## src/rtl/audio_pkg.sv

```systemverilog
// Shared audio definitions: default sample width, signed sample type and
// the I2S slot indices where each channel's MSB appears.
package audio_pkg;

  localparam int DEFAULT_SAMPLE_BITS = 16;

  typedef logic signed [DEFAULT_SAMPLE_BITS-1:0] sample_t;

  // I2S delays each word by one slot relative to the lrck transition.
  localparam int LEFT_FIRST_SLOT  = 1;
  localparam int RIGHT_FIRST_SLOT = DEFAULT_SAMPLE_BITS + 1;

endpackage

```

## src/rtl/i2s_clk_gen.sv

```systemverilog
// I2S timing: clk divider and slot counter producing bclk, lrck, the
// per-frame request strobe and a last-cycle-of-slot marker.
module i2s_clk_gen #(
  parameter int BCLK_HALF   = 4,
  parameter int SAMPLE_BITS = 16,
  localparam int DW = $clog2(2 * BCLK_HALF),
  localparam int SW = $clog2(2 * SAMPLE_BITS)
) (
  input  logic          clk,
  input  logic          reset,
  input  logic          tx_enable,
  output logic          bclk,
  output logic          lrck,
  output logic          strobe,
  output logic          slot_end,
  output logic [SW-1:0] slot_idx
);

  localparam logic [DW-1:0] DIV_LAST  = DW'(2 * BCLK_HALF - 1);
  localparam logic [SW-1:0] SLOT_LAST = SW'(2 * SAMPLE_BITS - 1);

  logic [DW-1:0] div_q, div_d;
  logic [SW-1:0] slot_q, slot_d;

  always_ff @(posedge clk or posedge reset) begin
    if (reset) begin
      div_q  <= '0;
      slot_q <= '0;
    end else begin
      div_q  <= div_d;
      slot_q <= slot_d;
    end
  end

  // Disabled holds both counters at zero so enable always starts a fresh frame.
  always_comb begin
    div_d  = '0;
    slot_d = '0;
    if (tx_enable) begin
      slot_d = slot_q;
      if (div_q == DIV_LAST) begin
        slot_d = (slot_q == SLOT_LAST) ? '0 : slot_q + SW'(1);
      end else begin
        div_d = div_q + DW'(1);
      end
    end
  end

  assign bclk     = (div_q >= DW'(BCLK_HALF));
  assign lrck     = (slot_q >= SW'(SAMPLE_BITS));
  assign slot_end = tx_enable && (div_q == DIV_LAST);
  assign slot_idx = slot_q;
  // Gated by reset so the strobe is silent while reset is held with enable high.
  assign strobe   = tx_enable && !reset && (div_q == '0) && (slot_q == '0);

endmodule

```

## src/rtl/i2s_sample_tx.sv

```systemverilog
// I2S sample transmitter: requests one sample per frame and serializes it MSB
// first. Define I2S_SAMPLE_TX_STEREO_EN for a separate right-channel input.
module i2s_sample_tx
  import audio_pkg::*;
#(
  parameter int BCLK_HALF   = 4,
  parameter int SAMPLE_BITS = DEFAULT_SAMPLE_BITS
) (
  input  logic                          clk,
  input  logic                          reset,
  input  logic                          tx_enable,
  input  logic signed [SAMPLE_BITS-1:0] sample_left,
`ifdef I2S_SAMPLE_TX_STEREO_EN
  input  logic signed [SAMPLE_BITS-1:0] sample_right,
`endif
  output logic                          new_sample_ready,
  output logic                          bclk,
  output logic                          lrck,
  output logic                          sdata
);

  localparam int SW = $clog2(2 * SAMPLE_BITS);

  logic          slot_end;
  logic [SW-1:0] slot_idx;
  logic          capture;
  logic [SAMPLE_BITS-1:0]   right_src;
  logic [2*SAMPLE_BITS-1:0] shift_q;

  i2s_clk_gen #(
    .BCLK_HALF  (BCLK_HALF),
    .SAMPLE_BITS(SAMPLE_BITS)
  ) u_clk_gen (
    .clk      (clk),
    .reset    (reset),
    .tx_enable(tx_enable),
    .bclk     (bclk),
    .lrck     (lrck),
    .strobe   (new_sample_ready),
    .slot_end (slot_end),
    .slot_idx (slot_idx)
  );

`ifdef I2S_SAMPLE_TX_STEREO_EN
  assign right_src = sample_right;
`else
  assign right_src = sample_left;
`endif

  assign capture = slot_end && (slot_idx == SW'(LEFT_FIRST_SLOT - 1));

  // One shift per slot boundary; the last shift of a frame leaves the right
  // LSB on sdata for slot 0 of the following frame.
  always_ff @(posedge clk or posedge reset) begin
    if (reset) begin
      shift_q <= '0;
    end else if (!tx_enable) begin
      shift_q <= '0;
    end else if (capture) begin
      shift_q <= {sample_left, right_src};
    end else if (slot_end) begin
      shift_q <= shift_q << 1;
    end
  end

  assign sdata = shift_q[2*SAMPLE_BITS-1];

endmodule

```

## config.mk

```make
export PLATFORM = sky130hd
export DESIGN_NAME = i2s_sample_tx
export DESIGN_NICKNAME = d
export VERILOG_FILES = /design/src/rtl/audio_pkg.sv /design/src/rtl/i2s_clk_gen.sv /design/src/rtl/i2s_sample_tx.sv
export SDC_FILE = /design/constraint.sdc
export NUM_CORES = 1
export LEC_CHECK = 0
export CELL_PAD_IN_SITES_DETAIL_PLACEMENT = 0
export CELL_PAD_IN_SITES_GLOBAL_PLACEMENT = 1
export CORE_AREA = 2 2 82 84
export CTS_CLUSTER_DIAMETER = 120
export DETAILED_ROUTE_END_ITERATION = 10
export DIE_AREA = 0 0 84 86
export HOLD_SLACK_MARGIN = 0.02
export PLACE_DENSITY = 0.61
export SYNTH_ARGS = -nofsm -noshare
export SYNTH_HDL_FRONTEND = slang
export SYNTH_SLANG_ARGS = --single-unit
```

## constraint.sdc

```tcl
create_clock -name clk -period 2.17 [get_ports clk]
set_input_delay 0.3255 -clock clk [delete_from_list [all_inputs] [get_ports clk]]
set_output_delay 0.3255 -clock clk [all_outputs]
set_load 0.05 [all_outputs]
```

==> impl_metrics.tcl <==
set metrics [dict create \
    yosys_most_used_dff "sky130_fd_sc_hd__dfrtp_1" \
    design_area_sq_um 2320 \
    hold_path.class "reg2reg" \
    ys_types 25 \
    placeableCoreArea_sq_um 6280 \
    chipWidth_microns 84 \
    area_growth_syn_to_layout_pct 24.7 \
    finalNonFillerCells 277 \
    cts_buffers 5 \
    fp.dieArea_sq_um 7220 \
    power.combinational.fraction_pct 7.9 \
    synth.cell_area_sq_um 1860 \
    finish.utilization_pct 36.9 \
    min_period_ns 2.15 \
    avgRoutedWirePerCell_microns 14.9 \
    netSwitchingFraction_pct 23.4 \
    routed_via_density 5.18 \
    cellLeakagePower_nw 1.16 \
    net-switching-power_w 0.000313 \
    routed-via-count 1435 \
    timing.final.max_slew_violations 0 \
    yosysWarningCount 0 \
    required_ns 1.84 \
    synth-async-reset-ratio_pct 100 \
    placement_rows 29 \
    crit_family "simple AND/OR/NAND/NOR gates" \
    num-fill-cells 640 \
    initialDrtViolationCount 93 \
    h-tree-depth 2 \
    max_cap_violations 0 \
    critical_path.n_buffers_inverters 2 \
    drive_gt1_share_pct 13.5 \
    tritoncts_clock_tree "built" \
    rsz0062_at_grt "yes" \
    postRouteAntennaNets 0 \
    clkPwrFrac_pct 35.3 \
    postSynthNetCount 201 \
    clkLatencyLatePin_ns 0.29 \
    number_of_antenna_violations_at_the_first_check_in_global_routing 0 \
    grt_pass1_wl_microns 6930 \
    numPortBuffers 22 \
    final_hold_viol_count 0 \
    crit_path_top_delay_cell "sky130_fd_sc_hd__or4b_4" \
    status "finished, final reports clean" \
    post_synth_edffs 0 \
    cts.path.max_buffers 2 \
    numClockSinks 40 \
    fin_worst_skew_ns 0.00919 \
    flop_pwr_share_pct 56.7 \
    place.detailed.instances 266 \
    report.final.setup_viol 0 \
    multi_input_area_sq_um 771 \
    path_max_fanout 3 \
    placedInstanceArea_sq_um 2190 \
    die_height_microns 86 \
    number_of_hold_buffers_added_after_cts 0 \
    clk_pin_slew_worst_paths_ns 0.07 \
    post_syn_area_per_cell_sq_um 10.6 \
    timing.setup.critical_path_class "reg2out" \
    grt.total_usage_pct 12.2 \
    pin_count 23 \
    crit_chain "inv_2, ha_4, or4b_4, nor4_4, buf_12" \
    worstMarginPinSlew_ns 0.522 \
    ys_seq_elements 40 \
    synth_seq_area_share_pct 53.9 \
    min_period_over_period_pct 99.2 \
    dp_hpwl_microns 2520 \
    drt-total-wl_microns 4130 \
    number_of_design_rule_violations_left_after_detail_routing 0 \
    diodes 0 \
    vias_in_the_first_global_route 1416 \
    startpoint_type "register" \
    internal_power_w 0.00102 \
    critical_path.endpoint_type "output pin" \
    worst_ep_arrival_time_ns 1.83 \
    clock_tree.root_cell "sky130_fd_sc_hd__clkbuf_8" \
    power_density_nw_per_um2 576 \
    fin_setup_tns_ns 0 \
    worst_path_largest_cell_delay_ns 0.47 \
    floorplan.initialDensity_pct 29.6 \
    sequential_cell_area_sq_um 1000 \
    finalNetCount 225 \
    timing.slew.headroom_pct 65.2 \
    ir_worst_vdd_uv 228 \
    grt_start_max_net_pins 48 \
    drt-pass1-iter-count 4 \
    overflow 0 \
    post_synthesis_cell_count 176 \
    gp_congestion 0.729 \
    achievable-frequency_mhz 464 \
]
## cell usage in the layout, fill, tap and decap left out, types with 2 or more instances in the layout
cell type                          n
sky130_fd_sc_hd__ha_1              5
sky130_fd_sc_hd__dfrtp_1          40
sky130_fd_sc_hd__buf_4            10
sky130_fd_sc_hd__inv_2             2
sky130_fd_sc_hd__nand2_1          34
sky130_fd_sc_hd__buf_12            3
sky130_fd_sc_hd__and2_1            6
sky130_fd_sc_hd__mux2i_1           2
sky130_fd_sc_hd__o21ai_0           3
sky130_fd_sc_hd__clkdlybuf4s50_1  21
sky130_fd_sc_hd__inv_1             4
sky130_fd_sc_hd__clkbuf_8          5
sky130_fd_sc_hd__nand3_1          17
sky130_fd_sc_hd__a32oi_1          31
sky130_fd_sc_hd__nor2b_1           2
## timing repair
item	4_1_cts	5_1_grt
resized for setup	1	4
pin swaps	1	2
buffers inserted	0	4
endpoints found under the setup margin	1	1
## area by class of cell
type / count / area share, %
Inverter: 6 / 0.972
Multi-Input combinational cell: 113 / 33.3
Timing Repair Buffer: 34 / 14.9
Tap cell: 77 / 4.16
Clock buffer: 5 / 2.97
Sequential cell: 40 / 43.2
Clock inverter: 2 / 0.540
## power groups by stage
stage | registers [W] | logic [W] | clock network, W
after floorplan | 0.000771 | 0.0000482 | 0
after global placement | 0.000771 | 0.000107 | 0
after detailed placement | 0.000771 | 0.000107 | 0
after CTS | 0.000756 | 0.000108 | 0.000497
after global routing | 0.000757 | 0.000118 | 0.000527
final | 0.000757 | 0.000106 | 0.000471
## routing by layer
| metal | track usage, % | part of all wire [%] | vias to the layer above |
|---|---|---|---|
| met5 | 0 | 0 | - |
| met4 | 4.84 | 1.5 | 0 |
| met3 | 3.46 | 4.0 | 4 |
| met2 | 18.0 | 42 | 28 |
| met1 | 16.9 | 53 | 709 |
| li1 | - | - | 694 |
## flip-flops by register name, indices dropped and copies added (netlist names)
register / count
u_clk_gen.slot_idx: 5
u_clk_gen.div_q: 3
shift_q: 32
## worst paths after layout
check,startpoint,end,slack (ns),depth (start not counted)
worst max-delay path,u_clk_gen.slot_idx[1],new_sample_ready,0.02,5
worst min-delay path,shift_q[0],shift_q[0],0.49,2
worst max register to register,u_clk_gen.slot_idx[0],u_clk_gen.slot_idx[3],0.29,7
worst min register to register,shift_q[0],shift_q[0],0.49,2
max in group asynchronous,reset,u_clk_gen.div_q[2],1.25,3
min in group asynchronous,reset,u_clk_gen.slot_idx[3],0.54,3
## cells in the mapped netlist (2+ instances only)
| cell type | n | area, sq um |
|---|---|---|
| sky130_fd_sc_hd__nand2_1 | 34 | 128 |
| sky130_fd_sc_hd__inv_1 | 6 | 22.5 |
| sky130_fd_sc_hd__nor2b_1 | 3 | 18.8 |
| sky130_fd_sc_hd__mux2i_1 | 2 | 20.0 |
| sky130_fd_sc_hd__o21ai_0 | 3 | 15.0 |
| sky130_fd_sc_hd__clkbuf_1 | 9 | 33.8 |
| sky130_fd_sc_hd__a32oi_1 | 31 | 272 |
| sky130_fd_sc_hd__dfrtp_1 | 40 | 1000 |
| sky130_fd_sc_hd__buf_6 | 3 | 33.8 |
| sky130_fd_sc_hd__nand3_1 | 17 | 85.1 |
| sky130_fd_sc_hd__ha_1 | 6 | 75.1 |
| sky130_fd_sc_hd__buf_2 | 4 | 20.0 |
| sky130_fd_sc_hd__and2_1 | 6 | 37.5 |
## worst register-to-register path: stages (launching register included)
cell and delay (ns):
sky130_fd_sc_hd__dfrtp_1 0.41, sky130_fd_sc_hd__buf_4 0.15, sky130_fd_sc_hd__ha_1 0.21, sky130_fd_sc_hd__and3_1 0.19, sky130_fd_sc_hd__ha_1 0.23, sky130_fd_sc_hd__nand2b_1 0.17, sky130_fd_sc_hd__or3_1 0.34, sky130_fd_sc_hd__a21boi_1 0.13
## stage by stage
step / total power, W / hold WS (ns) / setup WS, ns
after detailed placement: 0.000879 / 0.475 / 0.220
after CTS: 0.00136 / 0.494 / 0.00619
final: 0.00133 / 0.489 / 0.0168
after global routing: 0.00140 / 0.515 / -0.0431
after global placement: 0.000879 / 0.466 / 0.245
after floorplan: 0.000819 / 0.446 / -0.0822
## cell families after synthesis
logic type	after synthesis	share of synthesized area (%)
AND/OR/NAND/NOR	68	18.5
flip-flops	40	53.9
AO/OA/AOI/OAI	37	16.4
buffers and inverters	23	6.13
adder cells (fa/ha/maj)	6	4.04
multiplexers	2	1.08
(Power assumes the default switching activity.)
